===== src/rtl/piso_serializer.sv =====
// piso_serializer
// Parallel-in / serial-out converter with a valid/ready load handshake.
// Each accepted WIDTH-bit word is emitted one bit per clock on ser_out,
// starting the cycle after acceptance. A new word can be accepted on the
// edge that retires the last bit, so words stream back-to-back with no gap.
// Every serial-side output (ser_out, ser_valid, busy, done) comes straight
// from a flop.
//
// Datapath note: at acceptance the first bit goes directly into the
// ser_out flop and the shift register receives the remaining bits, already
// advanced by one position. From then on, each edge moves the next bit
// from the head of the shift register into ser_out. The shift register
// therefore only ever holds the bits still waiting to be sent.

module piso_serializer #(
  parameter int WIDTH     = 4,   // bits per parallel word, 2..32
  parameter int LSB_FIRST = 0    // 0: MSB first, 1: LSB first
) (
  input  logic             clk,
  input  logic             reset,
  input  logic [WIDTH-1:0] din,
  input  logic             load_valid,
  output logic             load_ready,
  output logic             ser_out,
  output logic             ser_valid,
  output logic             busy,
  output logic             done
);

  // Counter wide enough to index every bit position of a word
  localparam int             CW       = (WIDTH > 1) ? $clog2(WIDTH) : 1;
  localparam logic [CW-1:0]  CNT_LAST = CW'(WIDTH - 1);

  typedef enum logic {
    IDLE  = 1'b0,
    SHIFT = 1'b1
  } state_t;

  state_t           state_reg;
  state_t           state_next;

  logic [CW-1:0]    cnt_reg;
  logic [CW-1:0]    cnt_next;
  logic [CW-1:0]    cnt_inc;

  logic [WIDTH-1:0] shift_reg;
  logic [WIDTH-1:0] shift_next;

  logic             ser_out_reg;
  logic             ser_out_next;
  logic             done_reg;
  logic             done_next;
  logic             busy_reg;
  logic             busy_next;

  // Bit that leaves first, and the remaining bits after one shift step,
  // for both the incoming word and the word already in the shift register.
  logic             din_head;
  logic             shift_head;
  logic [WIDTH-1:0] din_tail;
  logic [WIDTH-1:0] shift_tail;

  logic             last_bit;
  logic             accept;

  // ------------------------------------------------------------------
  // Head/tail extraction. The shift direction is fixed at elaboration:
  // MSB-first shifts toward the top, LSB-first shifts toward bit 0.
  // Vacated positions fill with 0 so a drained register is all zeros.
  // ------------------------------------------------------------------
  generate
    if (LSB_FIRST != 0) begin : g_head_lsb
      assign din_head   = din[0];
      assign shift_head = shift_reg[0];
    end else begin : g_head_msb
      assign din_head   = din[WIDTH-1];
      assign shift_head = shift_reg[WIDTH-1];
    end

    for (genvar gi = 0; gi < WIDTH; gi++) begin : g_tail
      if (LSB_FIRST != 0) begin : g_lsb
        if (gi == WIDTH - 1) begin : g_fill
          assign din_tail[gi]   = 1'b0;
          assign shift_tail[gi] = 1'b0;
        end else begin : g_move
          assign din_tail[gi]   = din[gi+1];
          assign shift_tail[gi] = shift_reg[gi+1];
        end
      end else begin : g_msb
        if (gi == 0) begin : g_fill
          assign din_tail[gi]   = 1'b0;
          assign shift_tail[gi] = 1'b0;
        end else begin : g_move
          assign din_tail[gi]   = din[gi-1];
          assign shift_tail[gi] = shift_reg[gi-1];
        end
      end
    end
  endgenerate

  // ------------------------------------------------------------------
  // Handshake. Ready depends only on registered state, never on inputs,
  // so there is no combinational path from load_valid to load_ready.
  // ------------------------------------------------------------------
  assign last_bit   = (state_reg == SHIFT) && (cnt_reg == CNT_LAST);
  assign load_ready = (state_reg == IDLE) || last_bit;
  assign accept     = load_valid && load_ready;
  assign cnt_inc    = cnt_reg + CW'(1);

  // State register: synchronous reset to IDLE
  always_ff @(posedge clk) begin
    if (reset) begin
      state_reg <= IDLE;
    end else begin
      state_reg <= state_next;
    end
  end

  // Next-state logic: leave SHIFT only after the last bit when no word follows
  always_comb begin
    state_next = state_reg;
    case (state_reg)
      IDLE: begin
        if (accept) begin
          state_next = SHIFT;
        end
      end
      SHIFT: begin
        if (last_bit && !accept) begin
          state_next = IDLE;
        end
      end
      default: begin
        state_next = IDLE;
      end
    endcase
  end

  // Output logic: next values for the counter, shift register and output flops
  always_comb begin
    cnt_next     = '0;
    shift_next   = '0;
    ser_out_next = 1'b0;
    done_next    = 1'b0;
    busy_next    = (state_next == SHIFT);

    if (accept) begin
      // New word: first bit goes straight out, the rest wait in the register
      cnt_next     = '0;
      shift_next   = din_tail;
      ser_out_next = din_head;
      done_next    = (CNT_LAST == '0);
    end else if ((state_reg == SHIFT) && !last_bit) begin
      // Mid-word: move the next pending bit onto the line
      cnt_next     = cnt_inc;
      shift_next   = shift_tail;
      ser_out_next = shift_head;
      done_next    = (cnt_inc == CNT_LAST);
    end else begin
      // Idle, or word finished with nothing queued: line parks at 0
      cnt_next     = '0;
      shift_next   = '0;
      ser_out_next = 1'b0;
      done_next    = 1'b0;
    end
  end

  // Datapath and output registers: reset clears everything, aborting any word
  always_ff @(posedge clk) begin
    if (reset) begin
      cnt_reg     <= '0;
      shift_reg   <= '0;
      ser_out_reg <= 1'b0;
      done_reg    <= 1'b0;
      busy_reg    <= 1'b0;
    end else begin
      cnt_reg     <= cnt_next;
      shift_reg   <= shift_next;
      ser_out_reg <= ser_out_next;
      done_reg    <= done_next;
      busy_reg    <= busy_next;
    end
  end

  assign ser_out   = ser_out_reg;
  assign ser_valid = busy_reg;
  assign busy      = busy_reg;
  assign done      = done_reg;

endmodule


===== config.mk =====
export PLATFORM = sky130hd
export DESIGN_NAME = piso_serializer
export DESIGN_NICKNAME = d
export VERILOG_FILES = /design/src/rtl/piso_serializer.sv
export SDC_FILE = /design/constraint.sdc
export NUM_CORES = 1
export LEC_CHECK = 0
export ABC_AREA = 1
export BUFFER_PORTS_ARGS = -buffer_cell sky130_fd_sc_hd__buf_2
export CORE_AREA = 8 8 45 47
export DETAILED_ROUTE_END_ITERATION = 16
export DIE_AREA = 0 0 53 55
export GPL_ROUTABILITY_DRIVEN = 0
export GPL_TIMING_DRIVEN = 0
export PLACE_DENSITY_LB_ADDON = 0.3
export SETUP_SLACK_MARGIN = 0.05
export SLEW_MARGIN = 10
export SYNTH_ARGS = -nofsm -noshare
export SYNTH_HDL_FRONTEND = slang
export SYNTH_SLANG_ARGS = --single-unit

===== constraint.sdc =====
create_clock -name clk -period 1.3 [get_ports clk]
set_clock_uncertainty 0.15 [all_clocks]
set_input_delay 0.13 -clock clk [delete_from_list [all_inputs] [get_ports clk]]
set_output_delay 0.13 -clock clk [all_outputs]
set_load 0.03 [all_outputs]

==> flow_metrics.env, run 1 <==
export IMPL_drive_above_1_share_pct=46.6
export IMPL_clk_pin_slew_ns=0.05
export IMPL_outcome="completed"
export IMPL_ctsHtreeMaxLevel=1
export IMPL_fin_nets=69
export IMPL_initial_core_util_pct=22.4
export IMPL_critPathCaptureType="output port"
export IMPL_die_x_um=53
export IMPL_critPathRequiredTime_ns=1.02
export IMPL_cp_max_fo=2
export IMPL_ir_drop_uv=440
export IMPL_yosysTopAreaCell="dfxtp_1"
export IMPL_ys_seq_area_share_pct=51.6
export IMPL_dr_pass1_iters=4
export IMPL_syn_avg_cell_area_um2=9.13
export IMPL_ant_nets=0
export IMPL_viasPerCell=4.39
export IMPL_period_share_pct=96.3
export IMPL_pwr_density_cell_nw_per_um2=1020
export IMPL_wire_per_inst_um=10.1
export IMPL_num_vias=325
export IMPL_max_slew_worst_pin_slew_ns=0.196
export IMPL_core_region_area_um2=1380
export IMPL_cap_violations=0
export IMPL_grt_ovfl_total=0
export IMPL_ys_types=11
export IMPL_cts_tree="yes"
export IMPL_antenna_cells=0
export IMPL_root_buffer="clkbuf_4"
export IMPL_die_height_um=55
export IMPL_cts_sink_count=8
export IMPL_die_area_um2=2920
export IMPL_synth_edf_count=0
export IMPL_syn_num_nets=43
export IMPL_synth_area_leaders="dfxtp_1, ha_1, nand3_1"
export IMPL_yosysTopAreaCellShare_pct=51.6
export IMPL_drtIter0Drc=12
export IMPL_rsz0062_at_grt="true"
export IMPL_rows=14
export IMPL_ys_async_sr_fraction_pct=0
export IMPL_period_minus_slack_ns=1.25
export IMPL_ys_ff_latch=8
export IMPL_setup_tns_ns=0
export IMPL_synth_main_ff_cell="dfxtp_1"
export IMPL_finalSetupViolations=0
export IMPL_synth_cells=34
export IMPL_cts_inserted_buffers=3
export IMPL_antenna_found_initial=0
export IMPL_hold_path_class="flip-flop to flip-flop"
export IMPL_io_buffers=11
export IMPL_critical_path_class="flip-flop to output port"
export IMPL_drc=0
export IMPL_final_cell_area_um2=526
export IMPL_fin_ws_ns=0.0476
export IMPL_arrival_ns=0.97
export IMPL_grt_max_degree=8
export IMPL_largest_reg_flops=3
export IMPL_finalMaxSlewViolations=0
export IMPL_slew_headroom_pct=86.9
export IMPL_clock_fmax_ghz=0.798
export IMPL_finalHoldViolCount=0
export IMPL_pre_cts_slack_ns=0.0752
export IMPL_yosysMostFrequentCell="dfxtp_1"
export IMPL_grt_util_all_layers_pct=6.08
export IMPL_power_leakage_uw=0.000253
export IMPL_worst_setup_path_start_kind="flip-flop"
export IMPL_cts_buffer_depth=2
export IMPL_dp_hpwl_um=471
export IMPL_synth_commonest_cells="dfxtp_1, inv_1, nor2_1, nand3_1"
export IMPL_utilization_pct=38.0
export IMPL_placed_area_um2=385
export IMPL_synth_warnings=0
export IMPL_clkLatencyLatePin_ns=0.25
export IMPL_grt_pass1_wl_um=1220
export IMPL_syn_area_um2=310
export IMPL_area_growth_pct=69.4
export IMPL_routed_wl_um=747
export IMPL_grt_pass1_vias=286
export IMPL_ios=12
-- worst max-delay path: stages, from the launching register on --
cell,delay [ns]
dfxtp_2,0.33
ha_4,0.16
inv_4,0.05
nand2_4,0.04
buf_6,0.13
-- cell type report --
| type | count | area (um^2) |
|---|---|---|
| Buffer | 1 | 7.51 |
| Timing Repair Buffer | 21 | 151 |
| Multi-Input combinational cell | 20 | 136 |
| Sequential cell | 8 | 166 |
| Tap cell | 16 | 20.0 |
| Fill cell | 144 | 858 |
| Inverter | 5 | 21.3 |
| Clock buffer | 3 | 22.5 |
-- final timing paths --
kind	slack [ns]	to	start	depth (start not counted)
worst max-delay path	0.05	load_ready	cnt_reg[1]$_SDFF_PP0_	4
worst max register to register	0.18	ser_out$_SDFF_PP0_	cnt_reg[1]$_SDFF_PP0_	6
worst min-delay path	0.31	shift_reg[3]$_SDFF_PP0_	shift_reg[2]$_SDFF_PP0_	2
worst min register to register	0.31	shift_reg[3]$_SDFF_PP0_	shift_reg[2]$_SDFF_PP0_	2
-- placed cells by master, fill, tap and decap left out --
cell            n
inv_4           1
nand2_1         3
buf_4           5
dlygate4sd3_1   6
inv_1           4
a21oi_2         1
buf_2          10
nand2_4         1
ha_4            1
nor2_1          5
nand3_2         1
clkbuf_4        3
nand4_1         3
dfxtp_2         2
dfxtp_4         1
nand3_1         4
dfxtp_1         5
ha_1            1
buf_6           1
-- routing by layer --
| metal | up-vias | share of wire, % | GRT usage (%) |
|---|---|---|---|
| met1 | 149 | 42 | 6.28 |
| met2 | 15 | 44 | 7.81 |
| met4 | 0 | 1.3 | 5.17 |
| met3 | 2 | 13 | 4.81 |
| li1 | 159 | - | - |
| met5 | - | 0 | 0 |
-- timing repair --
| action | CTS | global route |
|---|---|---|
| buffers inserted | 2 | 2 |
| endpoints found under the hold margin | 5 | 0 |
| endpoints found under the setup margin | 3 | 1 |
| gates cloned | 0 | 0 |
| pin swaps | 1 | 0 |
| resized for setup | 8 | 2 |
| hold buffers | 6 | 0 |
-- stage by stage --
step	total power [uW]	hold slack, ns	std cells
2_1_floorplan	308	0.0424	34
6_report	538	0.308	74
3_3_place_gp	331	0.190	61
3_5_place_dp	331	0.189	61
5_1_grt	569	0.325	74
4_1_cts	545	0.265	72
-- logic make-up after synthesis --
logic type | after synthesis | synth area share, %
and+or+nand+nor | 17 | 29.0
AOI/OAI and AO/OA | 1 | 2.82
adders and majority gates | 2 | 8.06
DFF | 8 | 51.6
buffers and inverters | 6 | 8.47
-- power by group --
group          total [uW]  switching (uW)  internal [uW]
registers             265            8.81            256
clock network         186            81.1            105
logic                86.9            43.5           43.4
(Power assumes the default switching activity.)
==> run 2: changes to the inputs <==
Settings changed: CELL_PAD_IN_SITES_DETAIL_PLACEMENT set to 0, CELL_PAD_IN_SITES_GLOBAL_PLACEMENT set to 2, CORE_AREA 8 8 45 47 to unset, CORE_MARGIN set to 8, CORE_UTILIZATION set to 21, DIE_AREA 0 0 53 55 to unset.
Clock period 1.3 ns to 1 ns, I/O delays scaled along.
==> flow_metrics.env, run 2 (same netlist as run 1, synthesis figures left out) <==
export IMPL_ant_nets=0
export IMPL_critPathCaptureType="output port"
export IMPL_slew_headroom_pct=87.7
export IMPL_core_region_area_um2=1440
export IMPL_fin_ws_ns=-0.243
export IMPL_worst_setup_path_start_kind="flip-flop"
export IMPL_violations="hold timing, setup timing"
export IMPL_clkLatencyLatePin_ns=0.27
export IMPL_area_growth_pct=102
export IMPL_die_area_um2=2960
export IMPL_place_inst=61
export IMPL_period_share_pct=124
export IMPL_die_x_um=54.4
export IMPL_cp_max_fo=2
export IMPL_pre_cts_slack_ns=-0.0599
export IMPL_dr_pass1_iters=1
export IMPL_clk_pin_slew_ns=0.06
export IMPL_grt_ovfl_total=0
export IMPL_clock_fmax_ghz=0.804
export IMPL_grt_max_degree=7
export IMPL_cts_buffer_depth=2
export IMPL_hold_path_class="input pin to flip-flop"
export IMPL_ctsHtreeMaxLevel=1
export IMPL_die_height_um=54.4
export IMPL_critical_path_class="flip-flop to output port"
export IMPL_arrival_ns=0.99
export IMPL_whs_ns=-0.0151
export IMPL_cap_violations=0
export IMPL_final_cell_count_no_fill=78
export IMPL_cts_tree="yes"
export IMPL_cts_sink_count=8
export IMPL_finalSetupViolations=11
export IMPL_dp_hpwl_um=532
export IMPL_root_buffer="clkbuf_4"
export IMPL_antenna_cells=0
export IMPL_r2r_slack_ns=-0.20
export IMPL_power_leakage_uw=0.000281
export IMPL_drive_above_1_share_pct=61.3
export IMPL_ios=12
export IMPL_fin_nets=72
export IMPL_outcome="finished, violations left"
export IMPL_max_slew_worst_pin_slew_ns=0.184
export IMPL_utilization_pct=43.6
export IMPL_largest_reg_flops=3
export IMPL_ir_drop_uv=654
export IMPL_drc=0
export IMPL_viasPerCell=4.13
export IMPL_io_buffers=11
export IMPL_final_cell_mix="buf_4, buf_2, dlygate4sd3_1"
export IMPL_wire_per_inst_um=10.5
export IMPL_grt_util_all_layers_pct=6.90
export IMPL_rows=14
export IMPL_cts_inserted_buffers=3
export IMPL_grt_pass1_vias=304
export IMPL_grt_pass1_wl_um=1300
export IMPL_finalMaxSlewViolations=0
export IMPL_critPathRequiredTime_ns=0.75
export IMPL_total_power_uw=779
export IMPL_pwr_density_cell_nw_per_um2=1250
export IMPL_routed_wl_um=817
export IMPL_rsz0062_at_grt="true"
export IMPL_initial_core_util_pct=21.6
export IMPL_antenna_found_initial=0
export IMPL_period_minus_slack_ns=1.24
export IMPL_finalHoldViolCount=3
export IMPL_num_vias=322
export IMPL_drtIter0Drc=0
==> run 2: cell count changes in the layout (fill, tap and decap cells not counted), sizes merged <==
cell,delta
inv,-1
clkbuf,+1
clkinv,+1
buf,+3
==> run 2: repair_timing <==
action | CTS | global route
pin swaps | 2 | 7
gates resized for setup | 12 | 6
setup endpoints to repair | 13 | 13
hold buffers | 6 | 0
endpoints found under the hold margin | 5 | 0
buffers inserted | 5 | 3
==> run 2: metal layers <==
layer / global-route usage (%) / wire (um)
met5: 0 / 0
met4: 9.84 / 46
met3: 3.53 / 80
met2: 8.40 / 355
met1: 7.07 / 335
==> run 2: area by class of cell <==
cell class                      count  area [um^2]
Fill cell                         147          811
Timing Repair Buffer               24          196
Multi-Input combinational cell     20          183
Sequential cell                     8          169
Clock buffer                        4         26.3
Inverter                            5         23.8
Tap cell                           16         20.0
Buffer                              1         7.51
==> run 2: critical path, cell delays in order (launching register included) <==
cell	delay, ns
dfxtp_2	0.35
ha_4	0.15
clkinv_4	0.06
nand2_8	0.06
buf_6	0.12
==> run 2: power by group <==
part / leakage [uW] / switching (uW) / internal [uW]
Sequential: 0.0000678 / 13.5 / 333
Clock: 0.0000150 / 125 / 154
Combinational: 0.000198 / 72.1 / 82.1
Total: 0.000281 / 211 / 568
==> run 2: stage by stage <==
stage	TNS, ns	hold slack [ns]	instance area, um^2
after global placement	-0.0587	0.141	433
after floorplan	-0.0517	0.00327	358
after global routing	-2.17	-0.00224	626
after detailed placement	-0.0826	0.149	433
final	-1.75	-0.0151	626
after CTS	-1.75	0.000475	593
==> run 2: worst paths after layout <==
| check | start | cells past startpoint | end |
|---|---|---|---|
| setup / recovery | cnt_reg[0]$_SDFF_PP0_ | 4 | load_ready |
| hold / removal | reset | 4 | ser_out$_SDFF_PP0_ |
| setup reg to reg | cnt_reg[0]$_SDFF_PP0_ | 7 | shift_reg[1]$_SDFF_PP0_ |
| hold reg to reg | shift_reg[1]$_SDFF_PP0_ | 2 | shift_reg[2]$_SDFF_PP0_ |
==> run 3: changes to the inputs <==
Settings changed: CORE_MARGIN 8 to unset.
==> flow_metrics.env, run 3 (same netlist as run 1, synthesis figures left out) <==
export IMPL_outcome="finished, violations left"
export IMPL_violations="hold timing, setup timing"
export IMPL_die_x_um=40.4
export IMPL_cts_buffer_depth=2
export IMPL_initial_core_util_pct=23.3
export IMPL_whs_ns=-0.00910
export IMPL_die_height_um=40.4
export IMPL_cts_tree="yes"
export IMPL_drive_above_1_share_pct=58.1
export IMPL_critPathRequiredTime_ns=0.75
export IMPL_final_cell_area_um2=638
export IMPL_grt_pass1_vias=267
export IMPL_dr_pass1_iters=4
export IMPL_r2r_end="cnt_reg[1]$_SDFF_PP0_"
export IMPL_antenna_found_initial=0
export IMPL_fill_cells=128
export IMPL_finalSetupViolations=11
export IMPL_grt_ovfl_total=0
export IMPL_die_area_um2=1640
export IMPL_rr_worst_depth=5
export IMPL_ctsHtreeMaxLevel=1
export IMPL_dp_hpwl_um=423
export IMPL_ir_drop_uv=798
export IMPL_area_growth_pct=106
export IMPL_grt_max_degree=6
export IMPL_place_inst=60
export IMPL_grt_pass1_wl_um=993
export IMPL_arrival_ns=0.99
export IMPL_min_path_cells=4
export IMPL_period_share_pct=124
export IMPL_cp_max_fo=2
export IMPL_cap_violations=0
export IMPL_fin_ws_ns=-0.244
export IMPL_drc=0
export IMPL_utilization_pct=47.8
export IMPL_power_leakage_uw=0.000286
export IMPL_io_buffers=11
export IMPL_drtIter0Drc=3
export IMPL_final_common_cell="buf_6"
export IMPL_final_cell_mix="buf_6, dlygate4sd3_1, buf_2"
export IMPL_finalHoldViolCount=3
export IMPL_worstReg2RegStart="cnt_reg[0]$_SDFF_PP0_"
export IMPL_placed_area_um2=432
export IMPL_cts_inserted_buffers=3
export IMPL_p_clk_share_pct=35.0
export IMPL_critical_path_class="flip-flop to output port"
export IMPL_max_slew_worst_pin_slew_ns=0.205
export IMPL_swShare_pct=26.0
export IMPL_clock_fmax_ghz=0.804
export IMPL_rsz0062_at_grt="true"
export IMPL_clk_pin_slew_ns=0.06
export IMPL_crit_start="cnt_reg[0]$_SDFF_PP0_"
export IMPL_worstHoldEndpoint="ser_out$_SDFF_PP0_"
export IMPL_clkLatencyLatePin_ns=0.26
export IMPL_p_int_uw=580
export IMPL_grt_util_all_layers_pct=10.3
export IMPL_core_region_area_um2=1330
export IMPL_r2r_slack_ns=-0.15
export IMPL_wire_per_inst_um=8.48
export IMPL_root_buffer="clkbuf_4"
export IMPL_routed_wl_um=653
export IMPL_worst_setup_path_start_kind="flip-flop"
export IMPL_final_cell_count_no_fill=77
export IMPL_largest_reg_flops=3
export IMPL_slew_headroom_pct=86.3
export IMPL_p_switching_uw=204
export IMPL_num_vias=324
export IMPL_finalMaxSlewViolations=0
export IMPL_cts_sink_count=8
export IMPL_power_frac_seq_pct=44.0
export IMPL_rows=13
export IMPL_power_frac_comb_pct=21.0
export IMPL_critPathCaptureType="output port"
export IMPL_pwr_density_cell_nw_per_um2=1230
export IMPL_period_minus_slack_ns=1.24
export IMPL_ant_nets=0
export IMPL_hold_path_class="input pin to flip-flop"
export IMPL_ios=12
export IMPL_fin_nets=72
export IMPL_pre_cts_slack_ns=-0.0573
export IMPL_antenna_cells=0
export IMPL_viasPerCell=4.21
export IMPL_hp_start="reset"
[run 3: cell types whose count changed in the layout (fill, tap and decap cells not counted), sizes merged]
cell / change
clkinv: -1
inv: +1
[run 3: worst max-delay path by stage]
stage	end	depth (start not counted)	slack [ns]
after floorplan	ser_out$_SDFF_PP0_	5	-0.02
after global routing	load_ready	4	-0.27
after detailed placement	load_ready	4	-0.06
after global placement	load_ready	4	-0.05
final	load_ready	4	-0.24
after CTS	load_ready	4	-0.25
[run 3: what timing repair did]
action / CTS / global route
buffers inserted: 5 / 2
setup endpoints to repair: 13 / 13
endpoints found under the hold margin: 5 / 0
pin swaps: 2 / 2
cloned: 0 / 0
resized for setup: 13 / 4
hold buffers: 6 / 0
[run 3: routing by layer]
layer,vias to the layer above,global-route usage (%),share of wire [%]
met5,-,0,0
li1,164,-,-
met3,2,3.33,6.4
met1,146,11.3,44
met4,0,10.0,3.8
met2,12,15.1,45
[run 3: per-stage QoR]
step           power (uW)  TNS (ns)
2_1_floorplan         410   -0.0517
3_3_place_gp          440   -0.0538
3_5_place_dp          442   -0.0675
4_1_cts               778     -1.28
5_1_grt               813     -1.76
6_report              784     -1.36
[run 3: area by class of cell]
| type | instances | area (um^2) | share of cell area, % |
|---|---|---|---|
| buffer | 1 | 11.3 | 1.76 |
| clock buffer | 4 | 26.3 | 4.12 |
| inverter | 5 | 23.8 | 3.73 |
| multi-input combinational | 20 | 170 | 26.7 |
| sequential | 8 | 169 | 26.5 |
| tap | 15 | 18.8 | 2.94 |
| timing repair buffer | 24 | 219 | 34.3 |
[run 3: power groups by stage]
stage                     Combinational [uW]  Sequential [uW]  Clock [uW]
after global routing                     177              346         289
final                                    164              345         274
after global placement                  86.7              353           0
after floorplan                         48.6              362           0
after detailed placement                88.2              354           0
after CTS                                150              344         283
[run 3: worst max-delay path: stages (launching register included)]
cell     delay (ns)
dfxtp_2        0.33
ha_4           0.17
inv_6          0.06
nand2_8        0.04
buf_6          0.13
